[src/rtl/hazard_scoreboard.sv]
// Decode-stage hazard detection and E/M/W destination tracking.
// Stalls F/D and bubbles E on load-use, branch and mult/div hazards.
module hazard_scoreboard #(
  parameter int MULT_LATENCY = 4,
  parameter int CNT_W        = 3
) (
  input  logic       clk,
  input  logic       rst_n,
  input  logic [4:0] RsD,
  input  logic [4:0] RtD,
  input  logic [4:0] WriteRegD,
  input  logic       RegWriteD,
  input  logic       MemtoRegD,
  input  logic       BranchD,
  input  logic       MultStartD,
  input  logic       MfHiLoD,
  output logic       StallF,
  output logic       StallD,
  output logic       FlushE,
  output logic [4:0] WriteRegE,
  output logic [4:0] WriteRegM,
  output logic [4:0] WriteRegW,
  output logic       RegWriteE,
  output logic       RegWriteM,
  output logic       RegWriteW,
  output logic       MemtoRegE,
  output logic       MultBusy
);

  typedef struct packed {
    logic [4:0] wreg;
    logic       rwr;
    logic       m2r;
  } dst_t;

  localparam logic [CNT_W-1:0] LAT =
    CNT_W'(MULT_LATENCY);

  dst_t             d_s;
  dst_t             e_q;
  dst_t             m_q;
  dst_t             w_q;
  logic [CNT_W-1:0] cnt_q;

  logic hit_e;
  logic hit_m;
  logic lwstall;
  logic brstall;
  logic mdstall;
  logic stall;

  // $0 is never a real producer, so it cannot create a dependency.
  function automatic logic hit(
    input dst_t       s,
    input logic [4:0] rs,
    input logic [4:0] rt
  );
    return s.rwr && (s.wreg != 5'd0) &&
           ((s.wreg == rs) || (s.wreg == rt));
  endfunction

  // Hazard terms are OR-ed; each lasts only while its cause holds.
  always_comb begin
    d_s      = '{wreg: WriteRegD,
                 rwr:  RegWriteD,
                 m2r:  MemtoRegD};
    hit_e    = hit(e_q, RsD, RtD);
    hit_m    = hit(m_q, RsD, RtD);
    MultBusy = (cnt_q != '0);
    lwstall  = e_q.m2r && hit_e;
    brstall  = BranchD &&
               (hit_e || (m_q.m2r && hit_m));
    mdstall  = MultBusy &&
               (MfHiLoD || MultStartD);
    stall    = lwstall | brstall | mdstall;
  end

  assign StallF    = stall;
  assign StallD    = stall;
  assign FlushE    = stall;
  assign WriteRegE = e_q.wreg;
  assign WriteRegM = m_q.wreg;
  assign WriteRegW = w_q.wreg;
  assign RegWriteE = e_q.rwr;
  assign RegWriteM = m_q.rwr;
  assign RegWriteW = w_q.rwr;
  assign MemtoRegE = e_q.m2r;

  // E takes D or a bubble; M and W always advance.
  always_ff @(posedge clk or negedge rst_n) begin
    if (!rst_n) begin
      e_q <= '0;
      m_q <= '0;
      w_q <= '0;
    end else begin
      e_q <= stall ? dst_t'('0) : d_s;
      m_q <= e_q;
      w_q <= m_q;
    end
  end

  // Busy counter loads only on an unstalled start.
  always_ff @(posedge clk or negedge rst_n) begin
    if (!rst_n) begin
      cnt_q <= '0;
    end else if (MultStartD && !stall) begin
      cnt_q <= LAT;
    end else if (cnt_q != '0) begin
      cnt_q <= cnt_q - 1'b1;
    end
  end

endmodule

[config.mk]
export PLATFORM = sky130hd
export DESIGN_NAME = hazard_scoreboard
export DESIGN_NICKNAME = d
export VERILOG_FILES = /design/src/rtl/hazard_scoreboard.sv
export SDC_FILE = /design/constraint.sdc
export NUM_CORES = 1
export LEC_CHECK = 0
export CORE_AREA = 4 4 55 57
export DETAILED_ROUTE_END_ITERATION = 10
export DIE_AREA = 0 0 59 61
export PLACE_DENSITY = 0.8
export SYNTH_ARGS = -nofsm -noshare
export SYNTH_HDL_FRONTEND = slang
export SYNTH_SLANG_ARGS = --single-unit
[constraint.sdc]
create_clock -name clk -period 4.5 [get_ports clk]
set_input_delay 0.45 -clock clk [delete_from_list [all_inputs] [get_ports clk]]
set_output_delay 0.45 -clock clk [all_outputs]
set_load 0.01 [all_outputs]
==> summary.md, run 1 <==
| Metric | Value |
|---|---|
| Maximum buffer depth of the clock tree | `2` |
| Library cell with the largest summed area after synthesis | `dfrtp_1` |
| Cell class contributing the biggest share of worst-path delay | `buffers and inverters` |
| X dimension of the die | `59 um` |
| Total global routing track utilization | `0.147` |
| Clock Latency Late Sink | `0.31 ns` |
| Critical path required time | `4.05 ns` |
| Most area-consuming cells after synthesis | `dfrtp_1, xnor2_1, buf_4, and2_1, a221oi_4` |
| Cell area after synthesis | `1090 um^2` |
| Share of the core filled with cells | `0.624` |
| Initial core utilization | `0.442` |
| Gate power share | `0.435` |
| Max VDD drop | `234 uV` |
| Syn_nets | `118` |
| Startpoint type of the worst setup path | `input port` |
| Cell repeated most along the worst path | `clkdlybuf4s50_1` |
| Class of the most critical setup path | `in2out` |
| First-pass GRT wire length | `3910 um` |
| Leakage component of the power | `0.630 nW` |
| Buf/Inv on CP | `3` |
| Root Driver | `clkbuf_4` |
| Iteration count of the initial detailed-routing pass | `3` |
| Antenna violations before repair | `0` |
| Layout cells sized above 1 | `0.0667` |
| Routed vias | `792` |
| Slew headroom | `0.341` |
| Gate count after technology mapping | `94` |
| Met1 Wirelength | `930 um` |
| Sequential power share | `0.432` |
| TritonCTS sink count | `23` |
| Internal Power | `468 uW` |
| Maximum number of pins on one net before global-route repair | `24` |
| Share of total power consumed by net switching | `0.335` |
| Pin slew with the least headroom to its limit | `0.986 ns` |
| Post-layout nets | `160` |
| Power per Cell Area | `455 nW/um^2` |
| # port buffers | `44` |
| Class of the most critical hold timing path | `reg2reg` |
| Number of vias per cell after detailed routing | `4.80` |
| Total overflow reported by the global router | `0` |
| Share of the synthesized area in the top cell type | `0.526` |
| Final hold violations | `0` |
| Net switching power | `235 uW` |
| Status | `completed` |
| Summed negative setup slack over all endpoints | `0 ns` |
| Routability Congestion | `0.821` |
| CTS tree | `built` |
| Resize count post-CTS | `0` |
| Die span in y | `61 um` |
| Total power of the final layout | `703 uW` |
| Number of buffers inserted during clock tree synthesis | `3` |
| Syn avg cell area | `11.6 um^2` |
| Synth Register Bits | `23` |
| Setup repair after global routing missed its margin | `false` |
| Number of library cell types mapped by synthesis | `21` |
| Number of inserted diodes | `0` |
| Number of warnings issued by yosys | `0` |
| Detailed-route wire length per cell | `13.8 um` |
| Worst Setup End Kind | `primary output` |
| Number of rows created at floorplan | `18` |
| Final setup skew | `0.00553 ns` |
| Max capacitance violation total | `0` |
| CTS HTree Levels | `1` |
| Core Footprint | `2480 um^2` |
| Max incr delay on CP | `0.50 ns` |
| Post-route ant nets | `0` |
| Top-level port count | `45` |
| Quantity of hold-fixing buffers added after cts | `0` |
| Met3 layer wire length in the routed design | `226 um` |
| Power share of the clock group | `0.133` |
| Sequential share of the synthesized area | `0.526` |
| Die area | `3600 um^2` |
| Max Clock Freq | `366 MHz` |
| HPWL Detailed | `1890 um` |
| Final Max Tran Viols | `0` |
| Worst-case register-to-register setup slack | `2.90 ns` |
| Sequence of cells on the critical path | `clkdlybuf4s50_1, xnor2_1, nand3_1, o22ai_2, a221oi_4, inv_1, clkdlybuf4s50_1` |
| Slowest library cell on the worst path | `clkdlybuf4s50_1` |
| Fin crit period | `2.73 ns` |
| Biggest fanout along the worst timing path | `8` |
| Crit path arrival time | `2.28 ns` |
| Share of the clock period used by the worst path | `0.607` |
| Detailed route wirelength on metal2 | `1090 um` |
| Vias in the first global route | `860` |
| Initial DRC count | `8` |
| Final setup fails | `0` |
| Relative area change from synthesis to final layout | `41.3%` |
| Number of buffers inserted to repair setup after CTS | `0` |
| DR DRC count | `0` |
| Clock transition at path regs | `0.11 ns` |
| Uppermost routed layer | `met4` |
| Routed wire length | `2280 um` |
[per-stage QoR]
step / instances / instance area [um^2] / hold WS [ns] / setup slack [ns]
6_report: 165 / 1550 / 0.405 / 1.77
2_1_floorplan: 94 / 1090 / 0.154 / 2.57
5_1_grt: 165 / 1550 / 0.433 / 1.50
4_1_cts: 165 / 1550 / 0.412 / 1.72
3_3_place_gp: 161 / 1520 / 0.380 / 1.82
3_5_place_dp: 161 / 1520 / 0.381 / 1.75
[sequential cells by signal, indices dropped and copies added (netlist names), 3 cells and up]
signal	flops
WriteRegE	5
WriteRegM	5
WriteRegW	5
cnt_q	3
[cells in the final DEF, fill, tap and decap left out, drive strengths merged, types with 2 or more instances in the layout]
cell	instances
nor2	4
ha	2
nand3	5
and2	7
clkdlybuf4s50	44
xnor2	20
nand2	7
a221oi	2
inv	5
nor3	2
a21oi	2
dfrtp	23
o21ai	2
o22ai	3
clkbuf	4
[metal layers]
| layer | track usage | vias up |
|---|---|---|
| li1 | - | 379 |
| met1 | 0.180 | 372 |
| met2 | 0.252 | 38 |
| met3 | 0.0298 | 3 |
| met4 | 0.0583 | 0 |
| met5 | 0 | - |
[worst paths after layout]
check / startpoint / to / cells after the start
min in group asynchronous: rst_n / WriteRegW[2] / 1
min reg2reg: RegWriteE / RegWriteM / 0
max in group asynchronous: rst_n / RegWriteW / 1
max reg2reg: WriteRegE[3] / cnt_q[2] / 5
max: RtD[3] / StallD / 7
min: RegWriteE / RegWriteM / 0
[power groups by stage]
stage / sequential, mW / combinational [mW] / clock (mW)
after global routing: 0.313 / 0.341 / 0.108
final: 0.304 / 0.306 / 0.0935
after floorplan: 0.312 / 0.172 / 0
after CTS: 0.305 / 0.312 / 0.0975
after global placement: 0.307 / 0.299 / 0
after detailed placement: 0.309 / 0.311 / 0
[cell families after synthesis]
group,share of synthesized area
and+or+nand+nor,0.120
buffers and inverters,0.0651
muxes,0.0103
adders and majority gates,0.0229
AOI/OAI and AO/OA,0.0880
DFF,0.526
xor gates and xnor gates,0.168
[cells in the mapped netlist (all sizes together)]
master / instances
a21oi: 2
a221oi: 2
and2: 7
buf: 7
dfrtp: 23
ha: 2
inv: 5
mux2: 1
nand2: 7
nand3: 5
nor2: 4
nor2b: 1
nor3: 2
o21ai: 2
o22ai: 3
xnor2: 20
xor2: 1
[cell type report]
class / instances / area [um^2]
fillers: 231 / 931
flip-flops and latches: 23 / 576
multi-input cells: 59 / 448
repair buffers: 44 / 440
well taps: 30 / 37.5
clock buffers: 4 / 26.3
inverters: 5 / 18.8
Note: power is estimated with default switching activity, not from simulation.
==> inputs of run 2 (changes only) <==
- CORE_AREA: 4 4 55 57 -> 4 4 57 59
- DIE_AREA: 0 0 59 61 -> 0 0 61 63
- PLACE_DENSITY: 0.8 -> 0.75
- clock period: 4.5 -> 2.7 ns (I/O delays scaled with it)
==> summary.md, run 2 (synthesis results as in run 1) <==
| Metric | Value |
|---|---|
| Max VDD drop | `574 uV` |
| Final setup fails | `0` |
| Top library cells by usage in the layout, fill and taps aside | `clkdlybuf4s50_1, dfrtp_1, xnor2_1` |
| Sequence of cells on the critical path | `inv_1, ha_1, nor2b_2, nor2_1, a221oi_4, inv_1, clkdlybuf4s50_1` |
| # port buffers | `44` |
| Status | `completed` |
| X dimension of the die | `61 um` |
| TritonCTS sink count | `23` |
| Final Max Tran Viols | `0` |
| Cell repeated most along the worst path | `inv_1` |
| Setup repair after global routing missed its margin | `false` |
| Total overflow reported by the global router | `0` |
| Cell count after placement | `162` |
| Final hold violations | `0` |
| Initial core utilization | `0.404` |
| Biggest fanout along the worst timing path | `8` |
| Total global routing track utilization | `0.135` |
| Clock transition at path regs | `0.12 ns` |
| Final setup skew | `0.00503 ns` |
| Antenna violations before repair | `0` |
| Max incr delay on CP | `0.50 ns` |
| CTS HTree Levels | `1` |
| Clock Latency Late Sink | `0.31 ns` |
| Slew headroom | `0.347` |
| Number of standard cells in the layout, taps in and fillers out | `166` |
| Combined area of the multi-input logic cells | `450 um^2` |
| Number of rows created at floorplan | `19` |
| Power per Cell Area | `761 nW/um^2` |
| Summed negative setup slack over all endpoints | `0 ns` |
| Pin slew with the least headroom to its limit | `0.976 ns` |
| Slowest library cell on the worst path | `clkdlybuf4s50_1` |
| Routed wire length | `2370 um` |
| Die area | `3840 um^2` |
| CTS tree | `built` |
| Number of buffers inserted during clock tree synthesis | `3` |
| Class of the most critical hold timing path | `reg2reg` |
| Startpoint type of the worst setup path | `flip-flop` |
| Post-route ant nets | `0` |
| Max Clock Freq | `408 MHz` |
| Fin crit period | `2.45 ns` |
| Share of the clock period used by the worst path | `0.907` |
| Post-layout nets | `160` |
| Source of the worst hold timing path | `MemtoRegE` |
| Crit path launch | `cnt_q[0]` |
| Number of inserted diodes | `0` |
| Detailed-route wire length per cell | `14.3 um` |
| Iteration count of the initial detailed-routing pass | `2` |
| Reg-to-reg startpoint | `WriteRegE[0]` |
| Top-level port count | `45` |
| Number of buffers inserted to repair setup after CTS | `0` |
| Routability Congestion | `0.867` |
| Register cell area after layout | `576 um^2` |
| Core Footprint | `2710 um^2` |
| DR DRC count | `0` |
| Worst-case register-to-register setup slack | `1.08 ns` |
| Filler cell count in the final layout | `236` |
| Critical path required time | `2.43 ns` |
| Die span in y | `63 um` |
| Layout cells sized above 1 | `0.0741` |
| Commonest non-fill, non-tap cell in the layout | `clkdlybuf4s50_1` |
| First-pass GRT wire length | `3800 um` |
| Maximum number of pins on one net before global-route repair | `24` |
| Number of instances on the worst hold path | `0` |
| Maximum buffer depth of the clock tree | `2` |
| HPWL Detailed | `1920 um` |
| Crit path arrival time | `2.18 ns` |
| Leakage component of the power | `0.631 nW` |
| Number of vias per cell after detailed routing | `4.75` |
| Class of the most critical setup path | `reg2out` |
| Vias in the first global route | `855` |
| Root Driver | `clkbuf_4` |
| Max capacitance violation total | `0` |
| Worst Setup End Kind | `primary output` |
| Routed vias | `789` |
| Initial DRC count | `19` |
| Number of cells on the worst reg-to-reg path | `5` |
| Relative area change from synthesis to final layout | `41.6%` |
## run 2: worst paths after layout
check	endpoint
worst max register to register	cnt_q[2]
min in group asynchronous	WriteRegM[0]
max in group asynchronous	WriteRegW[0]
worst min-delay path	m_q[0]
worst min register to register	m_q[0]
worst max-delay path	StallD
## run 2: final cells by class
cell class                      instances  share of cell area
Clock buffer                            4              0.0169
Multi-Input combinational cell         59               0.291
Sequential cell                        23               0.371
Timing Repair Buffer                   44               0.284
Inverter                                5              0.0121
Tap cell                               31              0.0250
## run 2: worst max-delay path, delay by kind of cell, from the launching register on
kind	cells	cell delay (ns)
buffers and inverters	3	0.72
AND/OR/NAND/NOR	2	0.33
adder cells (fa/ha/maj)	1	0.15
AO/OA/AOI/OAI	1	0.28
flip-flops	1	0.40
## run 2: repair_timing
| action | in CTS | in global routing |
|---|---|---|
| hold buffers | 0 | 0 |
| resized for setup | 0 | 1 |
| hold endpoints to repair | 0 | 0 |
| endpoints found under the setup margin | 0 | 3 |
## run 2: layer usage
metal  wire length [um]  GRT usage  up-vias
met1                934      0.149      376
met2               1210      0.225       27
li1                   -          -      379
met3                163     0.0289        7
met4                 59     0.0867        0
met5                  0          0        -
## run 2: where the power goes
group,switching (mW),internal [mW],leakage (nW)
Combinational,0.216,0.294,0.316
Sequential,0.0831,0.429,0.300
Clock,0.0992,0.0577,0.0150
Total,0.398,0.781,0.631
## run 2: per-stage QoR
| step | hold WS (ns) | util | setup WS (ns) | cell area [um^2] | total power [mW] |
|---|---|---|---|---|---|
| global placement | 0.391 | 0.561 | 0.348 | 1520 | 1.01 |
| global route | 0.439 | 0.572 | 0.0489 | 1550 | 1.26 |
| detailed placement | 0.385 | 0.561 | 0.285 | 1520 | 1.03 |
| finish | 0.407 | 0.572 | 0.250 | 1550 | 1.18 |
| floorplan | -0.0256 | - | 0.952 | 1090 | 0.806 |
| CTS | 0.416 | 0.571 | 0.0857 | 1550 | 1.19 |
